### src/rtl/ex_muldiv.sv
// Iterative RV32M multiply/divide unit for the EX stage: radix-2 shift-add multiply,
// restoring divide, with a stall request that holds ID/EX while a result is computed.
module ex_muldiv #(
    parameter int unsigned WIDTH = 32
) (
    input  logic             clk_in,
    input  logic             rst_in,
    input  logic             rdy_in,
    input  logic             start_in,
    input  logic [2:0]       funct3_in,
    input  logic [WIDTH-1:0] rs1_in,
    input  logic [WIDTH-1:0] rs2_in,
    input  logic [4:0]       rd_in,
    output logic             stall_req_out,
    output logic             done_out,
    output logic [WIDTH-1:0] result_out,
    output logic [4:0]       rd_out
);

    localparam int unsigned CW = (WIDTH > 1) ? $clog2(WIDTH) : 1;

    typedef enum logic [1:0] {
        S_IDLE,
        S_CALC,
        S_DONE
    } state_t;

    state_t             r_state;
    logic [CW-1:0]      r_count;
    logic [2:0]         r_funct3;
    logic [4:0]         r_rd;
    logic               r_neg;
    logic [WIDTH-1:0]   r_opd;
    logic [2*WIDTH-1:0] r_acc;
    logic [WIDTH-1:0]   r_result;

    logic               w_is_div;
    logic               w_a_signed;
    logic               w_b_signed;
    logic               w_a_neg;
    logic               w_b_neg;
    logic [WIDTH-1:0]   w_a_mag;
    logic [WIDTH-1:0]   w_b_mag;
    logic               w_neg_start;
    logic               w_div_zero;
    logic               w_div_ovf;
    logic [WIDTH-1:0]   w_special_res;

    logic [WIDTH:0]     w_sum;
    logic [WIDTH:0]     w_shift;
    logic [WIDTH:0]     w_diff;
    logic [2*WIDTH-1:0] w_acc_nxt;
    logic [2*WIDTH-1:0] w_prod_s;
    logic [WIDTH-1:0]   w_quot;
    logic [WIDTH-1:0]   w_rem;
    logic [WIDTH-1:0]   w_final;

    assign stall_req_out = ((r_state == S_IDLE) && start_in) || (r_state == S_CALC);
    assign done_out      = (r_state == S_DONE);
    assign result_out    = r_result;
    assign rd_out        = r_rd;

    // Operand decode at acceptance: magnitudes, sign of the final result, special divides.
    always_comb begin
        w_is_div   = funct3_in[2];
        w_a_signed = w_is_div ? ~funct3_in[0] : (funct3_in[1:0] == 2'b01 || funct3_in[1:0] == 2'b10);
        w_b_signed = w_is_div ? ~funct3_in[0] : (funct3_in[1:0] == 2'b01);
        w_a_neg    = w_a_signed & rs1_in[WIDTH-1];
        w_b_neg    = w_b_signed & rs2_in[WIDTH-1];
        w_a_mag    = w_a_neg ? (~rs1_in + 1'b1) : rs1_in;
        w_b_mag    = w_b_neg ? (~rs2_in + 1'b1) : rs2_in;
        // Remainder follows the dividend; everything else follows the operand sign XOR.
        w_neg_start = (w_is_div && funct3_in[1]) ? w_a_neg : (w_a_neg ^ w_b_neg);
        w_div_zero  = w_is_div && (rs2_in == '0);
        w_div_ovf   = w_is_div && !funct3_in[0] && (rs1_in == {1'b1, {(WIDTH-1){1'b0}}})
                      && (rs2_in == '1);
        if (w_div_zero) begin
            w_special_res = funct3_in[1] ? rs1_in : '1;
        end else begin
            w_special_res = funct3_in[1] ? '0 : rs1_in;
        end
    end

    // One iteration step. Multiply keeps {product_hi, multiplier} in r_acc;
    // divide keeps {remainder, dividend/quotient} in r_acc.
    always_comb begin
        w_sum   = {1'b0, r_acc[2*WIDTH-1:WIDTH]} + {1'b0, (r_acc[0] ? r_opd : '0)};
        w_shift = r_acc[2*WIDTH-1:WIDTH-1];
        w_diff  = w_shift - {1'b0, r_opd};
        if (r_funct3[2]) begin
            if (!w_diff[WIDTH]) begin
                w_acc_nxt = {w_diff[WIDTH-1:0], r_acc[WIDTH-2:0], 1'b1};
            end else begin
                w_acc_nxt = {w_shift[WIDTH-1:0], r_acc[WIDTH-2:0], 1'b0};
            end
        end else begin
            w_acc_nxt = {w_sum, r_acc[WIDTH-1:1]};
        end

        w_prod_s = r_neg ? (~w_acc_nxt + 1'b1) : w_acc_nxt;
        w_quot   = r_neg ? (~w_acc_nxt[WIDTH-1:0] + 1'b1) : w_acc_nxt[WIDTH-1:0];
        w_rem    = r_neg ? (~w_acc_nxt[2*WIDTH-1:WIDTH] + 1'b1) : w_acc_nxt[2*WIDTH-1:WIDTH];

        case (r_funct3)
            3'b000:                 w_final = w_prod_s[WIDTH-1:0];
            3'b001, 3'b010, 3'b011: w_final = w_prod_s[2*WIDTH-1:WIDTH];
            3'b100, 3'b101:         w_final = w_quot;
            default:                w_final = w_rem;
        endcase
    end

    always_ff @(posedge clk_in or negedge rst_in) begin
        if (!rst_in) begin
            r_state  <= S_IDLE;
            r_count  <= '0;
            r_funct3 <= '0;
            r_rd     <= '0;
            r_neg    <= 1'b0;
            r_opd    <= '0;
            r_acc    <= '0;
            r_result <= '0;
        end else if (rdy_in) begin
            case (r_state)
                S_IDLE: begin
                    if (start_in) begin
                        r_funct3 <= funct3_in;
                        r_rd     <= rd_in;
                        r_neg    <= w_neg_start;
                        r_count  <= '0;
                        if (w_div_zero || w_div_ovf) begin
                            r_result <= w_special_res;
                            r_state  <= S_DONE;
                        end else begin
                            r_opd   <= w_is_div ? w_b_mag : w_a_mag;
                            r_acc   <= {{WIDTH{1'b0}}, (w_is_div ? w_a_mag : w_b_mag)};
                            r_state <= S_CALC;
                        end
                    end
                end
                S_CALC: begin
                    r_acc   <= w_acc_nxt;
                    r_count <= r_count + 1'b1;
                    if (r_count == CW'(WIDTH - 1)) begin
                        r_result <= w_final;
                        r_state  <= S_DONE;
                    end
                end
                default: begin
                    r_state <= S_IDLE;
                end
            endcase
        end
    end

endmodule
### config.mk
export PLATFORM = sky130hd
export DESIGN_NAME = ex_muldiv
export DESIGN_NICKNAME = d
export VERILOG_FILES = /design/src/rtl/ex_muldiv.sv
export SDC_FILE = /design/constraint.sdc
export NUM_CORES = 1
export LEC_CHECK = 0
export BUFFER_PORTS_ARGS = -buffer_cell sky130_fd_sc_hd__buf_2
export CAP_MARGIN = 15
export CORE_MARGIN = 3
export CORE_UTILIZATION = 45
export DETAILED_ROUTE_END_ITERATION = 8
export PLACE_DENSITY = 0.64
export SLEW_MARGIN = 20
export SYNTH_ARGS = -nofsm -noshare
export SYNTH_HDL_FRONTEND = slang
export SYNTH_SLANG_ARGS = --single-unit
### constraint.sdc
create_clock -name clk_in -period 6.8 [get_ports clk_in]
set_clock_uncertainty 0.05 [all_clocks]
set_input_delay 1.36 -clock clk_in [delete_from_list [all_inputs] [get_ports clk_in]]
set_output_delay 1.36 -clock clk_in [all_outputs]
set_load 0.005 [all_outputs]
==> impl_results.md <==
- Global Route Usage Sum: 33.8%
- Ys flop type: dfrtp_1
- Fill cell count: 3,582
- Post-Syn Area per Cell: 7.30 µm²
- Ports: 115
- Core area: 0.0356 mm²
- Arrival time worst endpoint: 6420 ps
- First-pass GRT wire length: 100 mm
- Initial antenna violation count: 3
- Clock Path Buffers: 2
- Met2 Usage GRT: 51.9%
- First-pass detailed-route iteration total: 9
- Die H: 196 µm
- Pin count of the biggest net entering global routing: 93
- Tmin final: 6150 ps
- Leakage: 7.57 nW
- Reg area: 0.00361 mm²
- R2r startpoint: r_acc[38]$_DFFE_PN0P_
- Seq/Total Area, Yosys: 22.1%
- Maxcap violations: 0
- CTS tree: done
- Final setup vio count: 0
- Clock latency on the worst-skew pair: 460 ps
- RSZ-0062 raised after global routing: no
- Die Wd: 196 µm
- Synthesized Nets: 2,381
- Met3 global-route usage: 5.15%
- Post-synth EDFFs: 0
- Vias in the first global route: 16,300
- Via count: 17,700
- Final hold violation count: 0
- Cell variety after synth: 100
- Clock power frac: 10.2%
- Rel. slew slack: 26.1%
- Mapped Cells: 2,231
- Initial core utilization: 45.8%
- CP peak stage delay: 640 ps
- Hold Crit Class: flip-flop to flip-flop
- Hold path depth: 2
- Synth warnings: 0
- Combinational group share of total power: 73.0%
- Post-synthesis async set-or-reset flop share: 100%
- Worst setup path start: r_acc[38]$_DFFE_PN0P_
- FP Rows: 69
- Avg WL per Cell: 24.2 µm
- CP required: 7070 ps
- NetSw: 5.22 mW
- Vias per cell: 6.45
- CP max FO: 10
- Status: finished clean
- DPL Wire Length: 52.0 mm
- CP startpoint kind: flip-flop
- Internal power: 4.03 mW
- Post-CTS sizing: 0
- Setup CP Type: flip-flop to flip-flop
- FF-to-FF path depth: 19
- GPL Wtd Cong: 1.02
- GR Layer Usage met1: 46.5%
- Slowest-stage cell, CP: a221oi_1
- Ratio of cells with drive above 1 in the final layout: 11.0%
- Hold Worst Slack: 443 ps
- Detailed-route DRC error count: 0
- Clock root cell: clkbuf_16
- Worst-path clk slew: 70 ps
- Global route overflow: 0
- H-tree levels: 4
- Hold_sp: result_out[10]$_DFFE_PN0P_
- Ant. Diodes: 0
- CTS hold repair buffers: 0
- # clock sinks: 144
- Final Max Slew Viols: 0
- Critical Path End: result_out[12]$_DFFE_PN0P_
- Cells along the critical path: ha_1 > o21ai_1 > a2111oi_4 > nand3_1 > nand4b_1 > a22oi_2 > mux2i_1 > ha_1 > o211ai_1 > nor2_1 > nand3_1 > nor4_1 > or3b_2 > nand2_1 > nor2_1 > nor3_1 > a21oi_1 > a221oi_1 > o31ai_1
- Maximum VDD drop: 0.346 mV
- Port Buf Inserts: 114
- Fin crit share: 90.5%
- Most crowded layer after global routing: met2
- Multi-input logic area: 0.0119 mm²
- Synth-to-Final Area Change: 9.23%
- Share of power burned in registers: 16.8%
- ANT nets after route: 0
- Final WL: 66.6 mm
- CTS Buf Count: 17
- Die area: 0.0385 mm²
- Power Dens Cells: 520 mW/mm²
- Switch share: 56.4%
- CP Capture Type: flip-flop
- Post-CTS setup buffer count: 0
- Mapped Area: 0.0163 mm²
- Worst R2R Setup Slack: 650 ps
- Setup TNS: 0 ps
- Initial detailed-routing violation count: 2,018
- Maximum operating frequency: 163 MHz
- Tightest Pin Transition: 1100 ps
- Synthesis-stage register bit count: 144
- RR Endpoint: result_out[12]$_DFFE_PN0P_
- # nets final: 2,426
per-stage QoR:
step / setup WS (ps) / util (%) / cells / power (mW) / cell area, µm²
floorplan: 1470 / - / 2231 / 6.06 / 16300
global placement: 833 / 48.4 / 2718 / 8.04 / 17200
detailed placement: 790 / 48.4 / 2718 / 8.08 / 17200
CTS: 788 / 50.0 / 2750 / 9.05 / 17800
global route: 221 / 50.0 / 2750 / 9.84 / 17800
finish: 646 / 50.0 / 2750 / 9.25 / 17800
critical path: cells and delay by family (launching register included):
| kind | cells | cell delay [ps] |
|---|---|---|
| muxes | 1 | 400 |
| and+or+nand+nor | 9 | 2480 |
| DFF | 1 | 450 |
| adders and majority gates | 2 | 780 |
| AOI/OAI and AO/OA | 7 | 1820 |
routing by layer:
layer | vias to the layer above | routed length (µm)
li1 | 8250 | -
met1 | 8491 | 28200
met2 | 836 | 29500
met3 | 154 | 5410
met4 | 4 | 3580
met5 | - | 30
layout make-up:
| type | instances | share of cell area (%) |
|---|---|---|
| multi-input combinational | 1887 | 66.8 |
| sequential | 144 | 20.3 |
| timing repair buffer | 154 | 5.02 |
| tap | 461 | 3.24 |
| inverter | 72 | 1.52 |
| clock buffer | 21 | 2.59 |
| clock inverter | 11 | 0.542 |
layout by cell type, fill, tap and decap left out, types with 16 or more instances in the layout:
cell / n
a21o_1: 29
nand2_1: 292
mux2i_1: 52
dfrtp_1: 142
xor2_1: 64
nor3_1: 64
o31ai_1: 32
o211ai_1: 17
or4_1: 16
ha_1: 72
o21ai_0: 243
and3_1: 18
nor4_1: 18
or3_1: 21
a211oi_1: 21
and2_1: 49
buf_4: 40
clkbuf_16: 17
nand3_1: 32
nand2b_1: 18
a31oi_1: 18
nand4_1: 26
a21oi_1: 238
inv_1: 72
nor2_1: 183
buf_2: 112
xnor2_1: 99
o41ai_1: 17
state kept, by name, indices dropped and copies added, names as in the netlist:
signal,cells
r_acc,64
r_opd,32
result_out,32
r_count,5
rd_out,5
r_funct3,3
r_state,2
r_neg,1
power by group through the flow:
stage          clock network (mW)  registers (mW)  logic (mW)
2_1_floorplan                   0            1.39        4.67
3_3_place_gp                    0            1.54        6.49
3_5_place_dp                    0            1.56        6.52
4_1_cts                     0.942            1.54        6.57
5_1_grt                     0.982            1.59        7.27
6_report                    0.940            1.56        6.75
cells in the mapped netlist (11+ instances only):
cell      count  area (µm²)
or3_1        21         131
a31oi_1      18         113
nor3_1       64         320
xnor2_1      99         867
xor2_1       64         561
o221ai_1     11        96.3
and2_1       49         307
nand2b_1     18         113
nand2_1     293        1100
o211ai_1     17         128
dfrtp_1     144        3600
nand4_1      26         163
a21oi_1     238        1190
or4_1        16         120
a221oi_1     15         131
nor4_1       18         113
inv_1        72         270
and3_1       18         113
mux2_2       14         158
o21ai_0     243        1220
o21ai_1      13        65.1
nor2b_1      11        68.8
a211oi_1     21         158
nor2_1      185         694
clkbuf_1     94         353
a21o_1       29         218
buf_2        13        65.1
o41ai_1      17         149
ha_1         72         901
nand3_1      32         160
a22o_1       15         131
o31ai_1      32         240
mux2i_1      52         521
kinds of logic after synthesis:
kind of cell    after synthesis  share of synthesized area (%)
compound gates              783                           30.3
xor+xnor                    163                           8.77
fa+ha+maj                    76                           5.90
buf+inv                     200                           5.08
flops                       144                           22.1
mux                          68                           4.32
simple gates                797                           23.5
worst min-delay path by stage:
stage	to	slack [ps]
after global routing	result_out[10]$_DFFE_PN0P_	470
after CTS	result_out[10]$_DFFE_PN0P_	440
after detailed placement	result_out[10]$_DFFE_PN0P_	420
final	result_out[10]$_DFFE_PN0P_	440
after floorplan	r_opd[10]$_DFFE_PN0P_	410
after global placement	result_out[1]$_DFFE_PN0P_	420
Power figures use the tool's default switching activity.
